`config.mk`:
```
export PLATFORM = sky130hd
export DESIGN_NAME = program_loader
export DESIGN_NICKNAME = d
export VERILOG_FILES = /design/src/rtl/program_loader.sv
export SDC_FILE = /design/constraint.sdc
export NUM_CORES = 1
export LEC_CHECK = 0
export CAP_MARGIN = 5
export CORE_MARGIN = 4
export CORE_UTILIZATION = 52
export CTS_CLUSTER_DIAMETER = 40
export CTS_CLUSTER_SIZE = 20
export DETAILED_ROUTE_END_ITERATION = 7
export HOLD_SLACK_MARGIN = 0.08
export PLACE_DENSITY = 0.85
export SLEW_MARGIN = 10
export SYNTH_ARGS = -nofsm -noshare
export SYNTH_HDL_FRONTEND = slang
export SYNTH_SLANG_ARGS = --single-unit
```
`constraint.sdc`:
```
create_clock -name clk -period 2.45 [get_ports clk]
set_input_delay 0.245 -clock clk [delete_from_list [all_inputs] [get_ports clk]]
set_output_delay 0.245 -clock clk [all_outputs]
set_load 0.01 [all_outputs]
```
`src/rtl/program_loader.sv`:
```
// Boot-time program loader: receives a framed byte stream, writes it into program
// memory, verifies an XOR checksum, then releases the core and tracks its run time.
module program_loader #(
    parameter int AWIDTH = 5,
    parameter int DWIDTH = 8,
    parameter int CWIDTH = 16
) (
    input  logic              clk,
    input  logic              rst,
    input  logic              start,
    input  logic              in_valid,
    input  logic [DWIDTH-1:0] in_data,
    output logic              in_ready,
    input  logic              cpu_halt,
    output logic [AWIDTH-1:0] mem_addr,
    output logic [DWIDTH-1:0] mem_data,
    output logic              mem_wr,
    output logic              cpu_rst,
    output logic              done,
    output logic              err,
    output logic              halted,
    output logic [CWIDTH-1:0] run_cycles,
    output logic [2:0]        dbg_state
);

    localparam int          CNT_W = AWIDTH + 1;
    localparam int unsigned CAP   = 2 ** AWIDTH;

    typedef enum logic [2:0] {
        IDLE   = 3'd0,
        LEN    = 3'd1,
        DATA   = 3'd2,
        CSUM   = 3'd3,
        RUN    = 3'd4,
        HALTED = 3'd5,
        ERR    = 3'd6
    } state_t;

    state_t            state, state_n;
    logic [CNT_W-1:0]  addr_cnt;
    logic [CNT_W-1:0]  addr_nxt;
    logic [CNT_W-1:0]  target;
    logic [CNT_W-1:0]  len_words;
    logic [DWIDTH-1:0] csum;
    logic [AWIDTH-1:0] mem_addr_q;
    logic [DWIDTH-1:0] mem_data_q;
    logic              mem_wr_q;
    logic [CWIDTH-1:0] run_q;
    logic              xfer;
    logic              len_bad;
    logic              last_word;
    logic              load_start;

    // Stream handshake: a byte moves only in a cycle where in_valid and in_ready
    // are both high; in_data is don't-care otherwise and in_valid may be held.
    assign xfer      = in_valid && in_ready;
    assign len_bad   = 32'(in_data) > CAP;
    assign len_words = (in_data == '0) ? CNT_W'(CAP) : CNT_W'(in_data);
    assign addr_nxt  = addr_cnt + CNT_W'(1);
    assign last_word = (addr_nxt == target);
    assign load_start = start && (state == IDLE || state == RUN ||
                                  state == HALTED || state == ERR);

    always_ff @(posedge clk or negedge rst) begin
        if (!rst) begin
            state <= IDLE;
        end else begin
            state <= state_n;
        end
    end

    always_comb begin
        state_n = state;
        case (state)
            IDLE:   if (start) state_n = LEN;
            LEN:    if (xfer) state_n = len_bad ? ERR : DATA;
            DATA:   if (xfer && last_word) state_n = CSUM;
            CSUM:   if (xfer) state_n = (in_data == csum) ? RUN : ERR;
            // A start in the same cycle as halt takes priority.
            RUN: begin
                if (start) begin
                    state_n = LEN;
                end else if (cpu_halt) begin
                    state_n = HALTED;
                end
            end
            HALTED: if (start) state_n = LEN;
            ERR:    if (start) state_n = LEN;
            default: state_n = IDLE;
        endcase
    end

    always_comb begin
        in_ready = 1'b0;
        cpu_rst  = 1'b1;
        done     = 1'b0;
        err      = 1'b0;
        halted   = 1'b0;
        case (state)
            LEN, DATA, CSUM: in_ready = 1'b1;
            RUN: begin
                cpu_rst = 1'b0;
                done    = 1'b1;
            end
            HALTED: begin
                cpu_rst = 1'b0;
                done    = 1'b1;
                halted  = 1'b1;
            end
            ERR: err = 1'b1;
            default: ;
        endcase
    end

    always_ff @(posedge clk or negedge rst) begin
        if (!rst) begin
            addr_cnt   <= '0;
            target     <= '0;
            csum       <= '0;
            mem_addr_q <= '0;
            mem_data_q <= '0;
            mem_wr_q   <= 1'b0;
            run_q      <= '0;
        end else begin
            mem_wr_q <= 1'b0;
            if (load_start) begin
                addr_cnt <= '0;
                csum     <= '0;
                run_q    <= '0;
            end
            if (state == LEN && xfer && !len_bad) begin
                target <= len_words;
            end
            if (state == DATA && xfer) begin
                mem_addr_q <= addr_cnt[AWIDTH-1:0];
                mem_data_q <= in_data;
                mem_wr_q   <= 1'b1;
                csum       <= csum ^ in_data;
                addr_cnt   <= addr_nxt;
            end
            // The halt cycle itself is not counted: the core has stopped.
            if (state == RUN && !start && !cpu_halt && run_q != '1) begin
                run_q <= run_q + CWIDTH'(1);
            end
        end
    end

    assign mem_addr   = mem_addr_q;
    assign mem_data   = mem_data_q;
    assign mem_wr     = mem_wr_q;
    assign run_cycles = run_q;
    assign dbg_state  = state;

endmodule

```
# Yosys cells after proc, flatten, opt, wreduce, memory -nomap -nowiden
# Cells that the tools add are included.
# totals
register_bits	53
# classes
addsub	2
n_lt_le_gt_ge	1
n_eq_ne	14
mux	22
bitwise	1
n_reduce_logical	23
# ops
operator	n
$mux W16	2
$mux W3	7
$mux W6	3
$add A16 B1 Y16 const B	1
$mux W8	2
$ne A16 B16 Y1 const B	1
$pmux W3 S5	1
$eq A3 B3 Y1 const B	3
$logic_and A1 B1 Y1	9
$eq A8 B8 Y1	1
$gt A8 B6 Y1 const B	1
$logic_not A8 Y1	1
$xor A8 B8 Y8	1
$add A6 B1 Y6 const B	1
$eq A3 B2 Y1 const B	2
$eq A6 B6 Y1	1
$mux W1	6
$ne A2 B2 Y1 const B	3
$reduce_or A3 Y1	2
$reduce_and A5 Y1	1
$reduce_bool A2 Y1	2
$eq A3 B1 Y1 const B	1
$logic_not A1 Y1	3
$logic_not A3 Y1	1
other kinds (5)	7

# Longest topological paths before layout
# logic_depth
word_depth	7
mapped_depth	8
mapped_depth_nobuf	6

# Worst setup path before layout
# OpenSTA, ideal clock, no wires.
# synth_timing
path_type	register -> register
from	register run_q[0] (netlist: run_cycles[0])
to	register run_q[15] (netlist: run_cycles[15])
t_arrival_ns	1.716
required_ns	2.319
setup_slack_ns	0.604
stages_incl_launch_ff	8
path_cell_list	dfrtp_1 > ha_1 > and3_1 > and4_4 > a21o_2 > buf_6 > o32ai_1 > a21oi_1
# synth_via
elab_chain_len	3
# synth_rtl
item	line	rtl
start: declaration	48	logic [CWIDTH-1:0] run_q;
start signal: assignment	143	run_q <= run_q + CWIDTH'(1);
parallel branches: the longest is 3 deep, another holds $add A16 B1 Y16	-	
# Several ways; the timed one is not identified.
# A chain may end at the register's enable or synchronous reset.

# Final worst setup path
# layout_timing
from	register state[2] (netlist: dbg_state[2])
to	register csum[0]
# layout_via
elab_chain_len	6
# layout_rtl
item	line	rtl
start: declaration	39	state_t state, state_n;
start signal: assignment	68	state <= state_n;
$eq A3 B1 Y1, or another cell as far along	99	case (state)
$reduce_or A3 Y1 or $logic_or A1 B1 Y1 (tied branches)	99, 61	
$mux W1 or $logic_or A1 B1 Y1 (tied branches)	99, 61	
$logic_and A1 B1 Y1 or $logic_or A1 B1 Y1 (tied branches)	56, 62	
$logic_and A1 B1 Y1, on equally long branches	134, 61	
$mux W8 or $reduce_bool A2 Y1 (tied branches)	-	
end signal: assignment	138	csum <= csum ^ in_data;
end: declaration	44	logic [DWIDTH-1:0] csum;
# Parallel ways exist; a longest one is shown, timed or not.

==> results by stage <==
Place:
- The quantity of I/O buffers inserted on ports is 50.
- The routability congestion estimate is ~0.8.
- In this run, placement finished with an instance count of slightly above 400.
- The post-detailed-placement half-perimeter wirelength is around 4.4 mm.

Critical path:
- The worst setup path is of the reg -> reg kind.
- Together, buffers and inverters on the worst path number 1.
- Along the worst path, the maximum fanout reaches 13.
- The endpoint class of the critical path is a flip-flop.
- Traced cell by cell, the critical path runs through and2b_1 -> inv_1 -> o21ai_1 -> a21oi_1 -> o21ai_0 -> o21ai_0.
- The slowest stage of the critical path is the a21oi_1 cell.
- For the worst setup path, the data required time is 2.67 ns.
- The cell with the most instances on the worst path is o21ai_0.
- The arrival time of data at the critical path endpoint is about 2.4 ns.
- The largest single stage delay on the critical path is approximately 0.75 ns.
- The sort of element at the start of the critical path is a flip-flop.
- The category of cells accounting for the largest share of critical-path delay is compound AO/OA/AOI/OAI gates.

GRT:
- The number of antenna violations at the first check in global routing is 0.
- The global router's overall resource usage is 21.0%.
- The final global-route overflow total is 0.
- The global-route wire length before repair is 10.7 mm.
- The number of global-route vias before repair is roughly 2300.
- The largest net degree at the start of global routing is between 50 and 60.

Power:
- The peak ir drop on the vdd network is ~600 uV.
- The areal power density over the cells is 907 mW/mm^2.
- The total leakage power is around 1.6 nW.

Logic synthesis:
- The share of flip-flops with an asynchronous set or reset after synthesis is 100%.
- The sequential area share after synthesis is between 40% and 50%.
- After synthesis the cells add up to 0.00274 sq mm.
- By area the synthesized netlist is led by dfrtp_1, nand2_1, o21ai_0.
- The number of warnings issued by yosys is 0.
- After synthesis, the netlist uses 47 different library cells.
- The proportion of netlist area held by the largest area contributor is 48.4%.
- The most area-hungry cell type in the Yosys netlist is dfrtp_1.
- The cell count after synthesis came out at between 200 and 300.
- Counting every net in the synthesized netlist gives 308.
- Among all flip-flop cells after synthesis, the most frequent one is dfrtp_1.
- In this run, synthesis inferred 0 flip-flops with an integrated enable.
- Dividing the synthesized area by the synthesized cell count gives around 9.4 sq um.
- The number of synthesized register bits is 53.

Timing:
- The number of failing setup endpoints in the final timing report is 0.
- Summed over all failing endpoints, the final setup total negative slack is 0 ns.
- The max-slew violation count came to 0.
- The final cycle utilization of the critical path is roughly 88%.
- Derived from the worst setup path, the maximum achievable clock frequency is about 0.46 GHz.
- For the pin with the worst max-slew slack, the measured transition is 0.902 ns.
- The worst-case headroom to the max-slew limit is roughly 40%.
- Counting I/O delays and the setup requirement, the final critical path takes about 2.2 ns.
- Setup repair after global routing left no endpoint under its margin.
- The final count of hold timing violations is 0.
- The clock arrives with a little over 0.005 ns of skew.

Clock network:
- The worst-skew pair later-pin latency is 0.31 ns.
- The H-tree was split into 2 levels.
- The post-cts repair resize count is 0.
- The TritonCTS sink count is 53.
- The TritonCTS clock tree is yes.
- The tree is rooted in a clkbuf_8.
- The total clock buffers created by CTS is 5.
- In this run the deepest clock path goes through 2 buffers.
- The clock transition time at the flip-flop clock pins of the worst setup and hold paths is 0.09 ns.
- The count of buffers added by post-CTS timing repair for setup is 0.
- Buffers inserted to repair hold after CTS numbered 1.

Finish:
- The share of cells above drive strength 1 is under 10%.
- The number of fill cells is ~430.
- Registers take approximately 0.0013 sq mm.
- The area occupied by multi-input gates is 0.00134 sq mm.
- Relative to the synthesized area, the layout overhead comes to 24.5%.
- The post-route non-filler standard cell count is approximately 420.
- The final net count is 360.
- The repair_antennas step left the layout with diodes totalling 0.

Floorplanning:
- The die covers between 0.006 and 0.007 sq mm.
- The die is around 81 um tall.
- The initial utilization of the core area, before any placement, comes to 53.7%.
- The region available for standard cell placement spans a little over 0.005 sq mm.
- 51 I/O pins were placed.
- The die is around 80 um wide.
- Row generation in the floorplan step produced 26 rows.

Routing:
- The per-cell routed wire length is about 15 um.
- The detailed router placed around 2300 vias in this run.
- The remaining antenna violation count is 0.
- The final layout contains routed wiring with a total length of between 6 and 7 mm.
- The total iterations of the first detailed-routing run is 4.
- The number of vias per cell after detailed routing is between 5 and 6.
- The detailed-route DRC error count is 0.
- The number of DRC markers after the initial detailed-route iteration is approximately 130.

Min path:
- The path class of the tightest hold or removal check is reg -> reg.

Outcome:
- The flow ran to the end, and the final reports show no timing, DRC or antenna violations.

Job:
- The max-cap violation count is 0.
## metal layers
layer / up-vias / track usage, % / part of all wire, %
met4: 0 / 6.59 / 1.3
met1: 1097 / 27.7 / 44
li1: 1143 / - / -
met3: 8 / 3.92 / 6.0
met5: - / 0 / 0
met2: 65 / 34.9 / 49
## cell usage in the layout, fill, tap and decap left out, types with 2 or more instances in the layout
cell type,instances
a31oi_1,2
buf_4,4
ha_1,2
xnor2_1,16
and2_1,3
o311ai_0,2
nor2b_1,3
dfrtp_1,53
clkdlybuf4s50_1,49
mux2_2,5
clkbuf_8,6
a211o_1,5
o21ai_0,32
nor4_1,3
nand3_1,18
nand2b_1,2
a21oi_1,5
nand2_1,56
xor2_1,2
and3_1,13
nor2_1,19
nand4_1,3
nand3_2,2
nor3_1,9
a221o_1,5
inv_1,3
## sequential cells by signal, indices dropped and copies added (netlist names)
| signal | count |
|---|---|
| dbg_state | 3 |
| csum | 8 |
| run_cycles | 16 |
| mem_data | 8 |
| target | 6 |
| mem_wr | 1 |
| mem_addr | 5 |
| addr_cnt | 6 |
## cell usage after synthesis (3+ instances only)
cell and instances:
nand2_1 56, dfrtp_1 53, o21ai_0 32, nor2_1 19, nand3_1 18, xnor2_1 16
and3_1 13, nor3_1 9, a211o_1 5, a21oi_1 5, a221o_1 5, mux2_2 5
and2_1 3, buf_2 3, buf_4 3, inv_1 3, nand4_1 3, nor2b_1 3
nor4_1 3
## power by group
part	switching (mW)	leakage (nW)	internal, mW
Sequential	0.221	0.712	1.10
Clock	0.279	0.0585	0.333
Combinational	0.603	0.795	0.564
Total	1.10	1.56	1.99
## final timing paths
path                            slack (ns)  cells past startpoint                 endpoint                      from
worst max-delay path                  0.28                      6      csum[0]$_DFFE_PN0P_  dbg_state[2]$_DFFE_PN0P_
worst min-delay path                  0.48                      2  mem_addr[0]$_DFFE_PN0P_   mem_addr[0]$_DFFE_PN0P_
worst max register to register        0.28                      6      csum[0]$_DFFE_PN0P_  dbg_state[2]$_DFFE_PN0P_
worst min register to register        0.48                      2  mem_addr[0]$_DFFE_PN0P_   mem_addr[0]$_DFFE_PN0P_
max in group asynchronous             1.43                      3    target[0]$_DFFE_PN0P_                       rst
min in group asynchronous             0.57                      3  mem_data[2]$_DFFE_PN0P_                       rst
## logic make-up (layout without fill, tap and decap cells)
kind of cell | count (synthesis) | in the layout | synth area share (%)
compound gates | 60 | 60 | 14.0
xor+xnor | 19 | 19 | 6.57
fa+ha+maj | 2 | 2 | 0.912
buf+inv | 13 | 66 | 2.87
flops | 53 | 53 | 48.4
mux | 5 | 5 | 2.05
simple gates | 141 | 141 | 25.2
## cell type report
class,instances,share of cell area (%)
multi-input combinational,227,39.2
clock inverter,1,0.879
clock buffer,7,2.53
timing repair buffer,55,15.7
tap,70,2.57
inverter,3,0.330
sequential,53,38.8
## worst min-delay path: cells and delay by family, from the launching register on
kind / cells / cell delay, ns
flops: 1 / 0.35
simple gates: 2 / 0.10
## through the flow
stage / hold slack [ns] / util (%) / power [mW] / setup slack (ns) / instance area [sq um]
floorplan: -0.0506 / - / 1.98 / 0.604 / 2740
finish: 0.480 / 66.9 / 3.10 / 0.282 / 3410
detailed placement: 0.401 / 64.4 / 2.49 / 0.271 / 3290
global placement: 0.399 / 64.4 / 2.44 / 0.305 / 3290
CTS: 0.484 / 66.9 / 3.11 / 0.298 / 3410
global route: 0.497 / 66.9 / 3.32 / 0.0165 / 3410
Note: power is estimated with default switching activity, not from simulation.
